## src/rtl/cpu_ctrl_pkg.sv

```systemverilog
// Shared encodings for the multicycle control FSM: states, opcodes, ALU and immediate selects.
package cpu_ctrl_pkg;

  typedef enum logic [3:0] {
    S_FETCH   = 4'd0,
    S_DECODE  = 4'd1,
    S_EXEC    = 4'd2,
    S_WB      = 4'd3,
    S_ADDR    = 4'd4,
    S_MEM_RD  = 4'd5,
    S_LOAD_WB = 4'd6,
    S_MEM_WR  = 4'd7,
    S_BRANCH  = 4'd8,
    S_TRAP    = 4'd9
  } state_t;

  localparam logic [6:0] OP_RTYPE  = 7'b0110011;
  localparam logic [6:0] OP_ITYPE  = 7'b0010011;
  localparam logic [6:0] OP_LOAD   = 7'b0000011;
  localparam logic [6:0] OP_STORE  = 7'b0100011;
  localparam logic [6:0] OP_BRANCH = 7'b1100011;

  localparam logic [2:0] F3_ADD = 3'b000;
  localparam logic [2:0] F3_OR  = 3'b110;
  localparam logic [2:0] F3_AND = 3'b111;
  localparam logic [2:0] F3_DW  = 3'b011;
  localparam logic [2:0] F3_BEQ = 3'b000;

  localparam logic [3:0] ALU_AND = 4'b0000;
  localparam logic [3:0] ALU_OR  = 4'b0001;
  localparam logic [3:0] ALU_ADD = 4'b0010;
  localparam logic [3:0] ALU_SUB = 4'b0110;

  localparam logic [1:0] IMM_I = 2'd0;
  localparam logic [1:0] IMM_S = 2'd1;
  localparam logic [1:0] IMM_B = 2'd2;

  function automatic logic [1:0] imm_sel_for(input logic [6:0] op);
    logic [1:0] sel;
    sel = IMM_I;
    if (op == OP_STORE)  sel = IMM_S;
    if (op == OP_BRANCH) sel = IMM_B;
    return sel;
  endfunction

endpackage

```

## src/rtl/multicycle_control_alu_ctrl_decode.sv

```systemverilog
// Combinational funct3/funct7 -> ALU operation decode; flags funct3 values outside the subset.
module alu_ctrl_decode
  import cpu_ctrl_pkg::*;
#(
  parameter int FUNCT7_SUB_BIT = 5
) (
  input  logic [2:0] i_funct3,
  input  logic [6:0] i_funct7,
  input  logic       i_is_rtype,
  output logic [3:0] o_alu_ctrl,
  output logic       o_illegal
);

  // Only the sub-select bit of funct7 matters in this subset.
  logic w_unused_funct7;
  assign w_unused_funct7 = ^i_funct7;

  always_comb begin
    o_alu_ctrl = ALU_AND;
    o_illegal  = 1'b0;
    case (i_funct3)
      F3_ADD:  o_alu_ctrl = (i_is_rtype && i_funct7[FUNCT7_SUB_BIT]) ? ALU_SUB : ALU_ADD;
      F3_AND:  o_alu_ctrl = ALU_AND;
      F3_OR:   o_alu_ctrl = ALU_OR;
      default: o_illegal  = 1'b1;
    endcase
  end

endmodule

```

## src/rtl/multicycle_control.sv

```systemverilog
// Multicycle RV64 sequencing FSM; R/I 4, ld 5, sd 4, beq 3 cycles plus one per memory wait state.
// mem_req holds until mem_ready; PERF_COUNTERS_EN adds cycle_count/instret outputs.
module multicycle_control
  import cpu_ctrl_pkg::*;
#(
  parameter int CNT_WIDTH      = 32,
  parameter int FUNCT7_SUB_BIT = 5
) (
  input  logic       clk,
  input  logic       reset,
  input  logic [6:0] opcode,
  input  logic [2:0] funct3,
  input  logic [6:0] funct7,
  input  logic       alu_zero,
  input  logic       mem_ready,
  output logic       mem_req,
  output logic       mem_we,
  output logic       iord,
  output logic       ir_write,
  output logic       pc_write,
  output logic       pc_src,
  output logic       reg_write,
  output logic       wb_sel,
  output logic       alu_src_b,
  output logic [3:0] alu_ctrl,
  output logic [1:0] imm_sel,
  output logic       instr_done,
  output logic       halted,
  output logic [3:0] state_dbg
`ifdef PERF_COUNTERS_EN
  ,
  output logic [CNT_WIDTH-1:0] cycle_count,
  output logic [CNT_WIDTH-1:0] instret
`endif
);

  state_t     r_state;
  state_t     w_next;
  logic       w_is_rtype;
  logic [3:0] w_alu_ctrl;
  logic       w_alu_illegal;

  assign w_is_rtype = (opcode == OP_RTYPE);

  alu_ctrl_decode #(
    .FUNCT7_SUB_BIT(FUNCT7_SUB_BIT)
  ) u_alu_dec (
    .i_funct3  (funct3),
    .i_funct7  (funct7),
    .i_is_rtype(w_is_rtype),
    .o_alu_ctrl(w_alu_ctrl),
    .o_illegal (w_alu_illegal)
  );

  always_ff @(posedge clk) begin
    if (reset) r_state <= S_FETCH;
    else       r_state <= w_next;
  end

  // Outputs are forced low during reset so an in-flight request drops at once.
  always_comb begin
    w_next     = r_state;
    mem_req    = 1'b0;
    mem_we     = 1'b0;
    iord       = 1'b0;
    ir_write   = 1'b0;
    pc_write   = 1'b0;
    pc_src     = 1'b0;
    reg_write  = 1'b0;
    wb_sel     = 1'b0;
    alu_src_b  = 1'b0;
    alu_ctrl   = ALU_AND;
    imm_sel    = IMM_I;
    instr_done = 1'b0;
    halted     = 1'b0;
    if (!reset) begin
      case (r_state)
        S_FETCH: begin
          mem_req = 1'b1;
          if (mem_ready) begin
            ir_write = 1'b1;
            pc_write = 1'b1;
            w_next   = S_DECODE;
          end
        end
        S_DECODE: begin
          imm_sel = imm_sel_for(opcode);
          case (opcode)
            OP_RTYPE, OP_ITYPE: w_next = S_EXEC;
            OP_LOAD, OP_STORE:  w_next = (funct3 == F3_DW)  ? S_ADDR   : S_TRAP;
            OP_BRANCH:          w_next = (funct3 == F3_BEQ) ? S_BRANCH : S_TRAP;
            default:            w_next = S_TRAP;
          endcase
        end
        S_EXEC: begin
          alu_src_b = (opcode == OP_ITYPE);
          alu_ctrl  = w_alu_ctrl;
          w_next    = w_alu_illegal ? S_TRAP : S_WB;
        end
        S_WB: begin
          reg_write  = 1'b1;
          instr_done = 1'b1;
          w_next     = S_FETCH;
        end
        S_ADDR: begin
          alu_src_b = 1'b1;
          alu_ctrl  = ALU_ADD;
          imm_sel   = (opcode == OP_STORE) ? IMM_S : IMM_I;
          w_next    = (opcode == OP_STORE) ? S_MEM_WR : S_MEM_RD;
        end
        S_MEM_RD: begin
          mem_req = 1'b1;
          iord    = 1'b1;
          if (mem_ready) w_next = S_LOAD_WB;
        end
        S_LOAD_WB: begin
          reg_write  = 1'b1;
          wb_sel     = 1'b1;
          instr_done = 1'b1;
          w_next     = S_FETCH;
        end
        S_MEM_WR: begin
          mem_req = 1'b1;
          iord    = 1'b1;
          mem_we  = 1'b1;
          if (mem_ready) begin
            instr_done = 1'b1;
            w_next     = S_FETCH;
          end
        end
        S_BRANCH: begin
          alu_ctrl   = ALU_SUB;
          imm_sel    = IMM_B;
          pc_src     = 1'b1;
          pc_write   = alu_zero;
          instr_done = 1'b1;
          w_next     = S_FETCH;
        end
        S_TRAP:  halted = 1'b1;
        default: w_next = S_FETCH;
      endcase
    end
  end

  assign state_dbg = reset ? 4'd0 : 4'(r_state);

`ifdef PERF_COUNTERS_EN
  logic [CNT_WIDTH-1:0] r_cycle_count;
  logic [CNT_WIDTH-1:0] r_instret;

  always_ff @(posedge clk) begin
    if (reset) begin
      r_cycle_count <= '0;
      r_instret     <= '0;
    end else begin
      if (!halted)    r_cycle_count <= r_cycle_count + CNT_WIDTH'(1);
      if (instr_done) r_instret     <= r_instret + CNT_WIDTH'(1);
    end
  end

  assign cycle_count = reset ? '0 : r_cycle_count;
  assign instret     = reset ? '0 : r_instret;
`endif

endmodule

```

## config.mk

```make
export PLATFORM = sky130hd
export DESIGN_NAME = multicycle_control
export DESIGN_NICKNAME = d
export VERILOG_FILES = /design/src/rtl/cpu_ctrl_pkg.sv /design/src/rtl/multicycle_control_alu_ctrl_decode.sv /design/src/rtl/multicycle_control.sv
export SDC_FILE = /design/constraint.sdc
export NUM_CORES = 1
export LEC_CHECK = 0
export ABC_AREA = 0
export CORE_UTILIZATION = 37
export CTS_CLUSTER_DIAMETER = 100
export DETAILED_ROUTE_END_ITERATION = 10
export PLACE_DENSITY = 0.81
export REMOVE_ABC_BUFFERS = 1
export SLEW_MARGIN = 0
export SYNTH_ARGS = -nofsm -noshare
export SYNTH_HDL_FRONTEND = slang
export SYNTH_HIERARCHICAL = 1
export SYNTH_SLANG_ARGS = --single-unit
```

## constraint.sdc

```tcl
create_clock -name clk -period 1.8 [get_ports clk]
set_clock_uncertainty 0.05 [all_clocks]
set_input_delay 0.36 -clock clk [delete_from_list [all_inputs] [get_ports clk]]
set_output_delay 0.36 -clock clk [all_outputs]
set_load 0.02 [all_outputs]
```

* Yosys cells after proc, flatten, opt, wreduce, memory -nomap -nowiden
Index checks and enable logic that the tools add are counted.
** Cells by class
- Equality and inequality tests :: 20
- Muxes and demuxes :: 41
- Bitwise gates (word level) :: 1
- Reductions and logical operators :: 11
** Operators with widths (number)
- $mux 4 :: 7
- $pmux 4 s7 :: 1
- $pmux 4 s3 :: 2
- $mux 1 :: 22
- $eq 4x3->1 const B :: 4
- $eq 7x6->1 const B :: 2
- $reduce_or 3->1 :: 3
- $eq 4x2->1 const B :: 2
- $eq 4x4->1 const B :: 2
- $pmux 4 s2 :: 1
- $reduce_or 2->1 :: 4
- $eq 7x2->1 const B :: 1
- $eq 7x5->1 const B :: 1
- $eq 7x7->1 const B :: 1
- $eq 3x3->1 const B :: 2
- $mux 2 :: 3
- $ne 2x2->1 const B :: 3
- $pmux 1 s2 :: 3
- $pmux 2 s3 :: 1
- $eq 4x1->1 const B :: 1
- $logic_not 4->1 :: 1
- $reduce_and 4->1 :: 1
- $eq 3x2->1 const B :: 1
- $logic_not 3->1 :: 1
- 3 further kinds :: 3
** Word-level totals
- Flip-flop bits (word level) :: 4
- Input port bits :: 21
- Output and inout bits :: 21
- Logic and storage cells :: 74

* Longest topological paths before layout
- Depth after elaboration :: 6
- Mapped depth :: 6
- Depth with buffers taken out :: 6

* Hierarchy
Netlist, hierarchy kept.
** By module, submodules not included
- multicycle_control :: times used 1, cells each 103, area an instance 670.6 um2, sequential area each 80.1 um2
- alu_ctrl_decode :: times used 1, cells each 6, area an instance 42.5 um2, sequential area each 0.0 um2

* Worst setup path after synthesis
Ideal clock, no wire load.
- Path kind :: input -> output
- Start point :: input port opcode[2]
- End point :: output port alu_src_b
- Arrival :: 1.547 ns
- Data required time :: 1.390 ns
- Path slack :: -0.157 ns
- Stages :: 4
- Path buffers :: 0
- Cells stage by stage :: and4bb_1 -> and2b_1 -> nand4_1 -> a2111oi_2
** Between the ends
- Word-level cells in the longest chain between the ends :: 3
** RTL lines
- start: declaration :: RTL line multicycle_control.sv:11 : input logic [6:0] opcode,
- $eq 7x5->1 :: RTL line multicycle_control.sv:96 : alu_src_b = (opcode == OP_ITYPE);
- $pmux 1 s2 :: RTL line multicycle_control.sv:77 : case (r_state)
- $mux 1 :: RTL line multicycle_control.sv:76 : if (!reset) begin
- end: declaration :: RTL line multicycle_control.sv:24 : output logic alu_src_b,
Every way passes these cells.

* Worst setup path in the final report
- Start point :: register r_state[2]
- End point :: output port halted
** Between the ends
- Word-level cells in the longest chain between the ends :: 3
** RTL lines
- start: declaration :: RTL line multicycle_control.sv:37 : state_t r_state;
- start signal: assignment :: RTL line multicycle_control.sv:57 : else r_state <= w_next;
- $eq 4x4->1 :: RTL line multicycle_control.sv:77
- $mux 1 :: RTL line multicycle_control.sv:77
- $mux 1 :: RTL line multicycle_control.sv:76
- end: declaration :: RTL line multicycle_control.sv:28 : output logic halted,
Every way passes these cells.

==> metrics.txt <==
Routed Antenna Nets 0; Sequential cell area 88.8 µm²; class of the tightest hold or removal check input pin to flip-flop; highest net fanout along the worst path 4; Worst Setup SP r_state[2]$_SDFFE_PP0P_; kind of end point of the critical path output pin; Root Driver clkbuf_4; layout overhead on the synthesized area 95.8%; initial cell density of the core between 40% and 50%; top_reg_cell synth dfxtp_1; CP Launch Type flip-flop; clock tree from TritonCTS built; status finished with violations; total instance count after detailed placement 191; number of buffers inserted for hold repair after clock tree synthesis 0; leading cell types in the layout, fill and taps excluded 40 x buf_4, 11 x nor2_1, 10 x buf_2; Max Clk Rate 519 MHz; count of input and output buffers 34; largest registers r_state x4; Filler cells 146; hold slack final 0.654 ns; number of unique standard cell types used by synthesis 41; GRT Overall Usage between 30% and 40%; Static Leak 0.662 nW; clock slew at the register clock pins of the worst setup and hold paths 0.04 ns; Inserted Clock Buffers 3; wire length of the first global-routing pass 4440 µm; H-tree depth 1; share of the core filled with cells 79.1%; unrepaired setup endpoints after global routing yes; Worst Setup Path Type flip-flop to output pin; post-route worst setup slack -0.125 ns; number of vias per cell after detailed routing 5.58; vias in the first global route 1,023; endpoint arrival time on the critical path roughly 1.5 ns; post-synthesis cell count about 110; post-synth design cell area 713 µm²; post-route design area 1400 µm²; total power divided by cell area between 500 and 600 nW/µm²; DR pass1 iterations 4; met2 usage 56.3%; startpoint of the worst hold path opcode[6]; flip-flop count of the largest register, all copies and words added 4; insertion delay of the later-clocked pin in the worst-skew pair 0.27 ns; final routed wire length divided by cell count 15.9 µm; Antenna Diode Count 0; number of pins exceeding their max-slew limit in the final report 0; GRT busiest layer met2; detailed-route via count approximately 1,100; maximum number of pins on one net before global-route repair 12; final instance count without filler cells 200; number of top-level design ports 42; failing checks setup timing; warnings from Yosys 6; DIE HEIGHT 45.9 µm; Placement Setup Slack -0.960 ns; row count 15; share of cells above drive strength 1 51.4%; Power, Total 0.726 mW; Most flops, register r_state; 1st-iter DRT viols 47; Max Buffers Root-to-Sink 2; global route overflow 0; fraction of met3 tracks used by global routing 1.19%; sequential area share after synthesis 11.2%; per-instance average area after synthesis about 6.5 µm²; number of remaining DRC errors 0; Hold Vio Cnt, Final 0; met1 global-route usage 32.9%; HPWL Detailed 2090 µm; final-report setup violation count 11; overall routed net length 3190 µm; most common library cell in the layout ignoring fill and taps buf_4; number of enable-type register cells in the synthesized netlist 0; Num Clock Sinks 4; area of combinational cells with multiple inputs 674 µm²; proportion of synthesized flip-flops having asynchronous set or reset 0%; Setup Total Neg Slack -0.866 ns; die outline area between 2000 and 2500 µm²; placed inst area between 1000 and 1500 µm²; Yosys reg bits 4; number of antenna violations at the first check in global routing 0; placer's final routability congestion estimate 0.879; number of max-cap violations 0; Layout Nets a little under 200; worst supply voltage drop on vdd 0.371 mV; Core Box Area roughly 1800 µm²; ratio of final minimum period to clock period 107%; worst flop-to-flop path startpoint r_state[2]$_SDFFE_PP0P_; post-route minimum period ~1.9 ns; critical path required time 1.39 ns; width of the chip ~46 µm
-- worst max-delay path: stages (launching register included) --
cell and delay (ns):
dfxtp_4 0.36, buf_6 0.12, buf_6 0.12, inv_4 0.06, nand2_1 0.04, or3_1 0.35
inv_1 0.10, buf_6 0.12
-- kinds of logic after synthesis --
family / count (synthesis) / synth area share [%]
buf+inv: 12 / 8.95
compound gates: 26 / 25.3
other cells: 1 / 0.526
flops: 4 / 11.2
simple gates: 64 / 51.6
xor+xnor: 2 / 2.46
-- Yosys cell counts, drive strengths merged (2+ instances only) --
master | instances | share of area (%)
a21o | 2 | 2.1
a21oi | 7 | 4.9
and3 | 4 | 3.5
and3b | 2 | 2.6
buf | 8 | 6.8
dfxtp | 4 | 11
inv | 3 | 1.6
nand2 | 8 | 4.2
nand2b | 5 | 4.4
nand3 | 2 | 1.4
nand4 | 2 | 1.8
nor2 | 13 | 6.8
nor2b | 9 | 7.9
nor3 | 8 | 6.3
nor3b | 2 | 2.1
o211ai | 2 | 2.1
o21ai | 5 | 4.0
o31a | 2 | 2.5
or3 | 3 | 2.6
xnor2 | 2 | 2.5
-- area by class of cell --
type                       instances  area share [%]
multi-input combinational         93            48.3
timing repair buffer              72            40.5
sequential                         4            6.36
tap                               25            2.24
clock buffer                       3            1.61
inverter                           3           0.986
-- power breakdown --
group | total [mW] | switching, mW | internal (mW)
clock | 0.139 | 0.0628 | 0.0764
combinational | 0.474 | 0.244 | 0.230
sequential | 0.113 | 0.0146 | 0.0979
-- per-layer routing --
| layer | vias to the layer above | share of wire [%] |
|---|---|---|
| li1 | 525 | - |
| met1 | 514 | 36 |
| met2 | 66 | 52 |
| met3 | 11 | 7.0 |
| met4 | 0 | 4.6 |
| met5 | - | 0 |
-- worst paths after layout --
check | endpoint | slack [ns] | cells after the start
max | halted | -0.13 | 7
min | r_state[2]$_SDFFE_PP0P_ | 0.65 | 4
max reg2reg | r_state[1]$_SDFFE_PP0P_ | 0.01 | 9
min reg2reg | r_state[0]$_SDFFE_PP0P_ | 0.74 | 3
-- what timing repair did --
| item | CTS | global route |
|---|---|---|
| pin swaps | 14 | 8 |
| setup endpoints to repair | 21 | 17 |
| buffers inserted | 4 | 2 |
| resized for setup | 128 | 24 |
(Power assumes the default switching activity.)
